File: src/rtl/request_encoder_7to3.sv
// Collects per-source request pulses into a pending vector and offers them one
// at a time as 1-based indices over a valid/ready handshake (round-robin or fixed priority).
module request_encoder_7to3 #(
    parameter int ROUND_ROBIN = 1
) (
    input  logic       clk,
    input  logic       rst,
    input  logic [6:0] req_in,
    output logic [2:0] idx_out,
    output logic       idx_valid,
    input  logic       idx_ready,
    output logic [6:0] pending,
    output logic       busy,
    output logic       dup_req
);

    typedef enum logic [0:0] {
        IDLE  = 1'b0,
        OFFER = 1'b1
    } state_t;

    state_t     state_r;
    state_t     state_s;
    logic [6:0] pending_r;
    logic [6:0] pending_s;
    logic [6:0] clr_s;
    logic [6:0] remain_s;
    logic [2:0] idx_r;
    logic [2:0] idx_s;
    logic [2:0] last_grant_r;
    logic [2:0] last_grant_s;
    logic [2:0] grant_bit_s;
    logic       accept_s;
    logic       busy_r;
    logic       dup_req_r;

    // Bit positions run 0..6 and wrap from 6 back to 0.
    function automatic logic [2:0] next_pos(input logic [2:0] pos);
        next_pos = (pos >= 3'd6) ? 3'd0 : pos + 3'd1;
    endfunction

    function automatic logic [2:0] pick_first(input logic [6:0] vec, input logic [2:0] start);
        logic [2:0] pos;
        logic       found;
        pick_first = 3'd0;
        found      = 1'b0;
        pos        = start;
        for (int i = 0; i < 7; i++) begin
            if (!found && vec[pos]) begin
                pick_first = pos;
                found      = 1'b1;
            end
            pos = next_pos(pos);
        end
    endfunction

    // Fixed priority always searches from bit 0; round-robin starts just past the last grant.
    function automatic logic [2:0] search_start(input logic [2:0] last);
        search_start = (ROUND_ROBIN != 0) ? next_pos(last) : 3'd0;
    endfunction

    // Accept decode and pending update; a new request beats the clear on the same bit.
    always_comb begin
        accept_s    = (state_r == OFFER) && idx_ready;
        grant_bit_s = idx_r - 3'd1;
        if (accept_s) begin
            clr_s = 7'd1 << grant_bit_s;
        end else begin
            clr_s = 7'd0;
        end
        remain_s  = pending_r & ~clr_s;
        pending_s = remain_s | req_in;
    end

    // Next-state and next-index logic; requests arriving this cycle never feed the selection.
    always_comb begin
        state_s      = state_r;
        idx_s        = idx_r;
        last_grant_s = last_grant_r;
        case (state_r)
            IDLE: begin
                if (|pending_r) begin
                    state_s = OFFER;
                    idx_s   = pick_first(pending_r, search_start(last_grant_r)) + 3'd1;
                end else begin
                    idx_s = 3'd0;
                end
            end
            OFFER: begin
                if (accept_s) begin
                    last_grant_s = grant_bit_s;
                    if (|remain_s) begin
                        idx_s = pick_first(remain_s, search_start(grant_bit_s)) + 3'd1;
                    end else begin
                        state_s = IDLE;
                        idx_s   = 3'd0;
                    end
                end else begin
                    idx_s = idx_r;
                end
            end
            default: begin
                state_s = IDLE;
                idx_s   = 3'd0;
            end
        endcase
    end

    // State, index, pending and status registers.
    always_ff @(posedge clk) begin
        if (rst) begin
            state_r      <= IDLE;
            idx_r        <= 3'd0;
            pending_r    <= 7'd0;
            last_grant_r <= 3'd6;
            busy_r       <= 1'b0;
            dup_req_r    <= 1'b0;
        end else begin
            state_r      <= state_s;
            idx_r        <= idx_s;
            pending_r    <= pending_s;
            last_grant_r <= last_grant_s;
            busy_r       <= (|pending_s) | (state_s == OFFER);
            dup_req_r    <= |(req_in & pending_r);
        end
    end

    assign idx_out   = idx_r;
    assign idx_valid = (state_r == OFFER);
    assign pending   = pending_r;
    assign busy      = busy_r;
    assign dup_req   = dup_req_r;

endmodule
File: config.mk
export PLATFORM = sky130hd
export DESIGN_NAME = request_encoder_7to3
export DESIGN_NICKNAME = d
export VERILOG_FILES = /design/src/rtl/request_encoder_7to3.sv
export SDC_FILE = /design/constraint.sdc
export NUM_CORES = 1
export LEC_CHECK = 0
export CAP_MARGIN = 20
export CORE_MARGIN = 4
export CORE_UTILIZATION = 44
export CTS_CLUSTER_SIZE = 14
export DETAILED_ROUTE_END_ITERATION = 8
export SLEW_MARGIN = 20
export SYNTH_ARGS = -nofsm -noshare
export SYNTH_HDL_FRONTEND = slang
export SYNTH_SLANG_ARGS = --single-unit
File: constraint.sdc
create_clock -name clk -period 5.15 [get_ports clk]
set_input_delay 1.03 -clock clk [delete_from_list [all_inputs] [get_ports clk]]
set_output_delay 1.03 -clock clk [all_outputs]
set_load 0.02 [all_outputs]
# == Yosys cells after proc, flatten, opt, wreduce, memory -nomap -nowiden ==
# Index checks and enable logic that the tools add are counted.
# totals
register_bits,16
input_bits,10
out_inout_bits,13
word_cells,201
# op_classes
n_addsub,17
magnitude_cmp,28
eq_ne,1
shifts,1
mux,112
bitwise_logic,6
n_reduce_logical,30
# ops
cell,n
3-bit 2-to-1 mux,36
1-bit 2-to-1 mux,59
3-bit by 4-bit less-than comparator with 1-bit output (second input constant),14
3-bit by 1-bit adder with 3-bit output (second input constant),16
1-bit binary-select mux with 3-bit select,14
3-bit greater-or-equal comparator (second input constant),14
7-bit OR reduction,4
7-bit AND,2
1-bit logical AND,13
1-bit logical NOT,12
7-bit 2-to-1 mux,1
7-bit NOT,1
7-bit bitwise OR,1
1-bit by 3-bit << shifter with 7-bit output (first input constant),1
3-bit case mux with 2 select lines,1
3-bit by 1-bit subtractor with 3-bit output (second input constant),1
2-bit by 1-bit inequality test with 1-bit output (second input constant),1
1-bit case mux with 2 select lines,1
2-bit AND reduction,1
1-bit NOT,1
1-bit bitwise OR,1

# == Longest topological paths before layout ==
# Gate-level depths: netlist of the first run.
# logic_depth
depth_word,51
depth_mapped,23
ltp_nobuf,20

# == Worst setup path before layout of the first run ==
# Ideal clock, no wire load.
# synth_path
path_type,register to register
from,"register idx_r[0], in the netlist idx_out[0]"
to,"register idx_r[2], in the netlist idx_out[2]"
setup_time_ps,126
arrival_ps,5089
t_required_ps,5024
setup_slack_ps,-65
path_stages_with_launch,22
path_buffers,2
period_less_slack_ps,5215
cell_sequence,dfxtp_1 -> inv_1 -> ha_1 -> ha_1 -> buf_2 -> buf_2 -> inv_1 -> ha_1 -> and4b_1 -> a211o_1 -> o32a_1 -> o32ai_2 -> mux4_2 -> nand3_1 -> nand2_1 -> o2bb2ai_1 -> a221o_1 -> ha_1 -> mux2i_1 -> a32o_1 -> a31oi_1 -> o21ai_1
# synth_via
elab_chain_len,51
word_cells_on_any_way,91
classes_between,add/sub (9); order compare (7); shift (1); mux (59); bitwise (2); reduce/logical (13)
# synth_lines
item,line,source
"start, declared",28,logic [2:0] idx_r;
"start signal, assigned",120,idx_r <= idx_s;
3-bit by 1-bit subtractor with 3-bit output *,65,grant_bit_s = idx_r - 3'd1;
net grant_bit_s[0],32,logic [2:0] grant_bit_s;
branches (longest 47 deep; another with 3-bit by 1-bit adder with 3-bit output),--,
3-bit 2-to-1 mux *,92,if (|remain_s) begin
3-bit 2-to-1 mux *,90,if (accept_s) begin
3-bit case mux with 2 select lines *,80,case (state_r)
# Mark *: on every way through the listed nets, which the timed path passes. The select of a mux whose other input is x is not followed.
# A chain may end at the register's enable or synchronous reset.

# == Final worst setup path of the first run ==
# layout_path
from,"register idx_r[1], in the netlist idx_out[1]"
to,"register idx_r[2], in the netlist idx_out[2]"
# The elaborated chain is that of the path after synthesis.

==> impl_summary.log, run 1 <==
[metrics] Worst Setup End Kind: register
[metrics] number of buffers between clock root and the deepest sink: 2
[metrics] CTS tree: done
[metrics] Die Y-Extent: 97.4 um
[metrics] antenna viol nets, final: 0
[metrics] worst min-delay path category: register to register
[metrics] total wire length: 11.5 mm
[metrics] Worst Clk Skew: 0.0122 ns
[metrics] via-per-instance ratio: 6.60
[metrics] final critical-path setup slack: 0.275 ns
[metrics] startpoint of the worst register-to-register path: idx_out[1]
[metrics] core footprint: 0.00773 mm2
[metrics] final setup vio count: 0
[metrics] depth of the worst hold-timing path: 1
[metrics] # nets final: 516
[metrics] Via Count: 3941
[metrics] Syn Std Cell Area: 0.00351 mm2
[metrics] post-route insts no fill: 597
[metrics] peak supply drop: 0.000486 V
[metrics] number of DRC violations after detailed-routing iteration 0: 353
[metrics] routability-driven placement congestion ratio: 0.918
[metrics] post-detailed-route wirelength per cell: 19.3 um
[metrics] total of max-cap violations: 0
[metrics] hold endpoint: last_grant_r[1]
[metrics] mean instance size in the synthesized netlist: 7.24 um2
[metrics] wire length of the first global-routing pass: 19.0 mm
[metrics] pin count of the biggest net entering global routing: 28
[metrics] area added between synthesis and finish: 11.1%
[metrics] CTS root buf: sky130_fd_sc_hd__clkbuf_8
[metrics] number of detailed-routing iterations run before antenna repair: 9
[metrics] EDFF count, synth: 0
[metrics] number of warnings issued by yosys: 0
[metrics] cell taking the most area after synthesis: sky130_fd_sc_hd__dfxtp_1
[metrics] number of cells on the worst reg-to-reg path: 19
[metrics] Final Cell Area: 0.00390 mm2
[metrics] Main synth FF type: sky130_fd_sc_hd__dfxtp_1
[metrics] top post-synthesis cells by area: sky130_fd_sc_hd__dfxtp_1 9.1%, sky130_fd_sc_hd__mux2i_1 7.7%, sky130_fd_sc_hd__a21oi_1 5.4%
[metrics] start-to-end type of the worst setup path: register to register
[metrics] post-synth net total: 505
[metrics] ratio of cells with drive above 1 in the final layout: 14.1%
[metrics] Lkg Pwr: 0.00147 uW
[metrics] share of the yosys chip area belonging to registers: 9.12%
[metrics] Worst EP arrival: 5.01 ns
[metrics] largest fanout on the critical path: 9
[metrics] peak clock frequency supported by timing: 0.205 GHz
[metrics] Reg-to-Reg End: idx_out[2]
[metrics] post-CTS sizing: 0
[metrics] required time reported for the critical path endpoint: 5.29 ns
[metrics] Buffers on Ports: 22
[metrics] async set-or-reset flop fraction in the synthesized netlist: 0%
[metrics] number of distinct library cell variants in the gate-level netlist after synthesis: 91
[metrics] placed cell area: 0.00384 mm2
[metrics] post-layout min period: 4.87 ns
[metrics] detailed placement HPWL: 8.78 mm
[metrics] share of the clock period used by the worst path after layout: 94.7%
[metrics] max-slew headroom at the worst pin: 49.4%
[metrics] Die Outline Area: 0.00948 mm2
[metrics] initial antenna violation count: 0
[metrics] portion of synthesized cell area occupied by the leading cell type: 9.12%
[metrics] number of global-route vias before repair: 3652
[metrics] Worst-Skew Late Latency: 0.27 ns
[metrics] worst slack at placement: 0.268 ns
[metrics] horizontal extent of the die: 97.4 um
[metrics] status: completed
[metrics] antenna cell count: 0
[metrics] GRT Resource Usage Total: 23.6%
[metrics] crit path launch type: register
[metrics] post-CTS repair timing setup buffer count: 0
[metrics] H-tree depth: 1
[metrics] number of top-level pins: 23
[metrics] floorplan row count: 32
[metrics] most used standard cells in the synthesized netlist: 49 x sky130_fd_sc_hd__nor2_1, 47 x sky130_fd_sc_hd__nand2_1, 38 x sky130_fd_sc_hd__a21oi_1, 27 x sky130_fd_sc_hd__mux2i_1, 25 x sky130_fd_sc_hd__o21ai_0
[metrics] Post-route DRC: 0
[metrics] pwr/cell area: 715 mW/mm2
[metrics] total count of max-transition violations in the final report: 0
[metrics] Clock transition at path regs: 0.08 ns
[metrics] pin slew with the least headroom to its limit: 0.760 ns
[metrics] flip-flop and latch count after synthesis: 16
[metrics] number of cells produced by synthesis: 485
[metrics] number of buffers created by CTS: 3
[metrics] residual overflow from global routing: 0
[metrics] startpoint of the tightest hold check path: last_grant_r[1]
[metrics] most common cell in the synthesized netlist: sky130_fd_sc_hd__nor2_1
[metrics] cell count after placement: 593
[metrics] hold bufs inserted after CTS: 0
[metrics] Register-to-Register Setup Slack: 0.28 ns
[metrics] Initial Utilization: 45.5%
[metrics] Hold Vio Cnt, Final: 0
[metrics] total number of clock tree sinks: 16
==> worst max-delay path by stage <==
stage / from / end / cells past startpoint
floorplan: idx_out[0] / idx_out[2] / 21
global placement: idx_ready / idx_out[2] / 14
detailed placement: idx_out[0] / idx_out[2] / 19
CTS: idx_out[1] / idx_out[2] / 19
global route: idx_out[0] / idx_out[2] / 19
finish: idx_out[1] / idx_out[2] / 19
==> layout make-up <==
type                       instances  area, um2
inverter                          16       60.1
clock buffer                       4       55.1
fill                             754       3820
timing repair buffer              42        370
sequential                        16        323
tap                              102        128
multi-input combinational        417       2970
==> cells in the final DEF (no fill, tap or decap), drive strengths merged, types with 6 or more instances in the layout <==
cell type,count
nor2,50
nand2,47
a21oi,40
mux2i,28
o21ai,27
clkdlybuf4s50,22
buf,20
nor3,16
dfxtp,16
inv,15
nor2b,14
nand3,12
nand2b,11
ha,10
a31oi,9
mux2,9
o211ai,8
a22oi,7
or2,7
o22ai,6
or3,6
==> power by group <==
group / switching [uW] / leakage, uW / internal (uW)
registers: 29.3 / 0.000134 / 142
clock network: 51.8 / 0.0000288 / 68.1
logic: 1450 / 0.00131 / 1050
total: 1530 / 0.00147 / 1260
==> routing by layer <==
metal	wire length [um]	GRT usage [%]
met2	4980	35.9
met5	0	0
met4	205	5.11
met3	1040	2.80
met1	5290	35.6
==> stage by stage <==
stage                     hold slack (ns)  utilization, %  setup TNS (ns)  power, uW
after floorplan                     0.622               -               0       2070
after global placement              0.540            49.7               0       2570
after detailed placement            0.536            49.7               0       2590
after CTS                           0.551            50.4               0       2710
after global routing                0.573            50.5         -0.0143       3030
final                               0.548            50.5               0       2790
==> flip-flops by register name, indices dropped and copies added, names as in the netlist <==
name / flops
pending: 7
dup_req: 1
last_grant_r: 3
idx_valid: 1
busy: 1
idx_out: 3
==> cells by family (layout without fill, tap and decap cells) <==
logic type | count (synthesis) | count (layout) | synth area share, %
DFF | 16 | 16 | 9.12
xor gates and xnor gates | 3 | 3 | 1.50
buffers and inverters | 52 | 62 | 6.73
AOI/OAI and AO/OA | 164 | 164 | 35.8
muxes | 42 | 42 | 14.3
and+or+nand+nor | 198 | 198 | 29.0
adders and majority gates | 10 | 10 | 3.56
==> worst max-delay path: stages (launching register included) <==
cell and delay (ns):
sky130_fd_sc_hd__dfxtp_2 0.33, sky130_fd_sc_hd__inv_1 0.06, sky130_fd_sc_hd__ha_1 0.21, sky130_fd_sc_hd__ha_1 0.29, sky130_fd_sc_hd__inv_1 0.07, sky130_fd_sc_hd__ha_1 0.40
sky130_fd_sc_hd__and4b_1 0.23, sky130_fd_sc_hd__a211o_1 0.36, sky130_fd_sc_hd__o32a_1 0.44, sky130_fd_sc_hd__a22oi_2 0.36, sky130_fd_sc_hd__mux2_2 0.44, sky130_fd_sc_hd__o211ai_1 0.16
sky130_fd_sc_hd__nand2_1 0.11, sky130_fd_sc_hd__o2bb2ai_1 0.14, sky130_fd_sc_hd__a221o_1 0.30, sky130_fd_sc_hd__ha_1 0.24, sky130_fd_sc_hd__mux2i_1 0.13, sky130_fd_sc_hd__a32o_1 0.26
sky130_fd_sc_hd__a31oi_1 0.14, sky130_fd_sc_hd__o21ai_1 0.07
No activity file was read; power rests on OpenSTA's default activity.
==> inputs of run 2 (changes only) <==
CAP_MARGIN = unset   (was 20)
HOLD_SLACK_MARGIN = 0.03   (was unset)
==> results of run 2 <==
The final DEF is identical to that of run 1; final timing and power are the same.
==> inputs of run 3 (changes only) <==
MAX_ROUTING_LAYER = met4   (was unset)
==> run 3 against run 2 <==
Die area stayed put; sequential share of layout area is essentially flat; critical path type unchanged; non-clock buffer count is 1 higher; highest routed layer unchanged; setup slack better by 0.0079 ns; design area rose by 0.26%; utilization up 0.13 points; combinational power barely moved; first-iteration DRC count grew 19%; clock-buffer cell count stayed put; sequential power hardly changed; fmax increased by 0.16%.
==> impl_summary.log, run 3 (synthesis gave the netlist of run 1 again) <==
[metrics] Lkg Pwr: 0.00147 uW
[metrics] Cell Chain, Critical Path: inv_1 > ha_1 > ha_1 > inv_1 > ha_2 > and4b_1 > a211o_1 > o32a_1 > o32ai_4 > mux4_2 > nand3_1 > nand2_1 > o2bb2ai_1 > a221o_1 > ha_1 > mux2i_1 > a32o_1 > a31oi_1 > o21ai_1
[metrics] stage delay of the slowest cell on the critical path: 0.56 ns
[metrics] residual overflow from global routing: 0
[metrics] routability-driven placement congestion ratio: 0.955
[metrics] initial antenna violation count: 0
[metrics] post-layout min period: 4.87 ns
[metrics] final setup vio count: 0
[metrics] power share of the clock group: 4.2%
[metrics] detailed placement HPWL: 8.74 mm
[metrics] Worst-Skew Late Latency: 0.26 ns
[metrics] Hold Vio Cnt, Final: 0
[metrics] hold bufs inserted after CTS: 0
[metrics] Die Outline Area: 0.00948 mm2
[metrics] fraction of power consumed by sequential logic: 6.2%
[metrics] Tot Pwr: 2790 uW
[metrics] pin slew with the least headroom to its limit: 0.707 ns
[metrics] via-per-instance ratio: 6.64
[metrics] area added between synthesis and finish: 11.4%
[metrics] number of detailed-routing iterations run before antenna repair: 5
[metrics] Buffers on Ports: 22
[metrics] number of buffers created by CTS: 3
[metrics] total number of clock tree sinks: 16
[metrics] floorplan row count: 32
[metrics] pin count of the biggest net entering global routing: 28
[metrics] proportion of power drawn by combinational gates: 89.7%
[metrics] crit path launch type: register
[metrics] required time reported for the critical path endpoint: 5.28 ns
[metrics] number of global-route vias before repair: 3683
[metrics] Worst Setup End Kind: register
[metrics] number of cells on the worst reg-to-reg path: 19
[metrics] Clock transition at path regs: 0.08 ns
[metrics] number of DRC violations after detailed-routing iteration 0: 421
[metrics] setup repair after global routing missed its margin: no
[metrics] max-slew headroom at the worst pin: 52.8%
[metrics] Worst Clk Skew: 0.0127 ns
[metrics] largest fanout on the critical path: 11
[metrics] Die Y-Extent: 97.4 um
[metrics] antenna viol nets, final: 0
[metrics] GRT Resource Usage Total: 24.0%
[metrics] core footprint: 0.00773 mm2
[metrics] sw power: 1520 uW
[metrics] most used cells in the layout excluding fill and tap cells: 49 x sky130_fd_sc_hd__nor2_1, 47 x sky130_fd_sc_hd__nand2_1, 38 x sky130_fd_sc_hd__a21oi_1
[metrics] pwr/cell area: 714 mW/mm2
[metrics] worst min-delay path category: register to register
[metrics] total of max-cap violations: 0
[metrics] number of buffers between clock root and the deepest sink: 2
[metrics] horizontal extent of the die: 97.4 um
[metrics] antenna cell count: 0
[metrics] Worst EP arrival: 4.99 ns
[metrics] total negative slack: 0 ns
[metrics] total count of max-transition violations in the final report: 0
[metrics] peak supply drop: 0.000493 V
[metrics] start-to-end type of the worst setup path: register to register
[metrics] most used cell, CP: sky130_fd_sc_hd__ha_1
[metrics] Via Count: 3970
[metrics] sw frac: 54.6%
[metrics] depth of the worst hold-timing path: 1
[metrics] total wire length: 11.5 mm
[metrics] CTS tree: done
[metrics] Initial Utilization: 45.5%
[metrics] Largest register FFs: 7
[metrics] post-detailed-route wirelength per cell: 19.2 um
[metrics] status: completed
[metrics] stages on the worst setup path: 19
[metrics] Post-route DRC: 0
[metrics] final core area utilization: 50.6%
[metrics] CTS root buf: sky130_fd_sc_hd__clkbuf_8
[metrics] ratio of cells with drive above 1 in the final layout: 14.5%
[metrics] number of buffer and inverter stages on the critical path: 2
[metrics] # nets final: 517
[metrics] gate family responsible for the most delay along the worst path: compound AO/OA/AOI/OAI gates
[metrics] peak clock frequency supported by timing: 0.205 GHz
[metrics] share of the clock period used by the worst path after layout: 94.5%
[metrics] number of top-level pins: 23
[metrics] post-CTS repair timing setup buffer count: 0
[metrics] cell internal power dissipation: 1270 uW
[metrics] wire length of the first global-routing pass: 18.9 mm
[metrics] H-tree depth: 1
[metrics] slowest cell on the critical path: sky130_fd_sc_hd__mux4_2
[metrics] most common cell after layout, fill and taps aside: sky130_fd_sc_hd__nor2_1
## run 3: path summary, 6_finish.rpt
check	start	to	slack, ns
hold / removal	last_grant_r[1]	last_grant_r[1]	0.55
hold reg to reg	last_grant_r[1]	last_grant_r[1]	0.55
setup reg to reg	idx_out[1]	idx_out[2]	0.28
setup / recovery	idx_out[1]	idx_out[2]	0.28
## run 3: area by class of cell
class / instances / area (um2)
fillers: 766 / 3810
multi-input cells: 417 / 2970
repair buffers: 43 / 378
flip-flops and latches: 16 / 323
well taps: 102 / 128
inverters: 16 / 60.1
clock buffers: 4 / 55.1
## run 3: through the flow
step	instances	worst slack, ns	cell area [um2]	hold slack (ns)
finish	598	0.283	3910	0.552
CTS	598	0.204	3900	0.558
detailed placement	594	0.238	3840	0.543
global route	598	0.0571	3910	0.601
global placement	594	0.336	3840	0.527
floorplan	485	0.0704	3520	0.622
## run 3: timing repair
action                                  in CTS  in global routing
resized for setup                            0                  2
endpoints found under the hold margin        0                  0
endpoints found under the setup margin       0                  1
## run 3: routing by layer
layer | GRT usage, % | wire, um | vias to the layer above
li1 | - | - | 1873
met4 | 5.86 | 183 | 0
met1 | 35.2 | 5310 | 1870
met5 | - | 0 | -
met3 | 2.30 | 972 | 25
met2 | 35.3 | 5040 | 202
## run 3: power by group through the flow
stage          logic (uW)  registers (uW)  clock network (uW)
4_1_cts              2430             171                 119
3_5_place_dp         2410             174                   0
5_1_grt              2720             175                 124
2_1_floorplan        1890             178                   0
3_3_place_gp         2400             173                   0
6_report             2510             172                 116
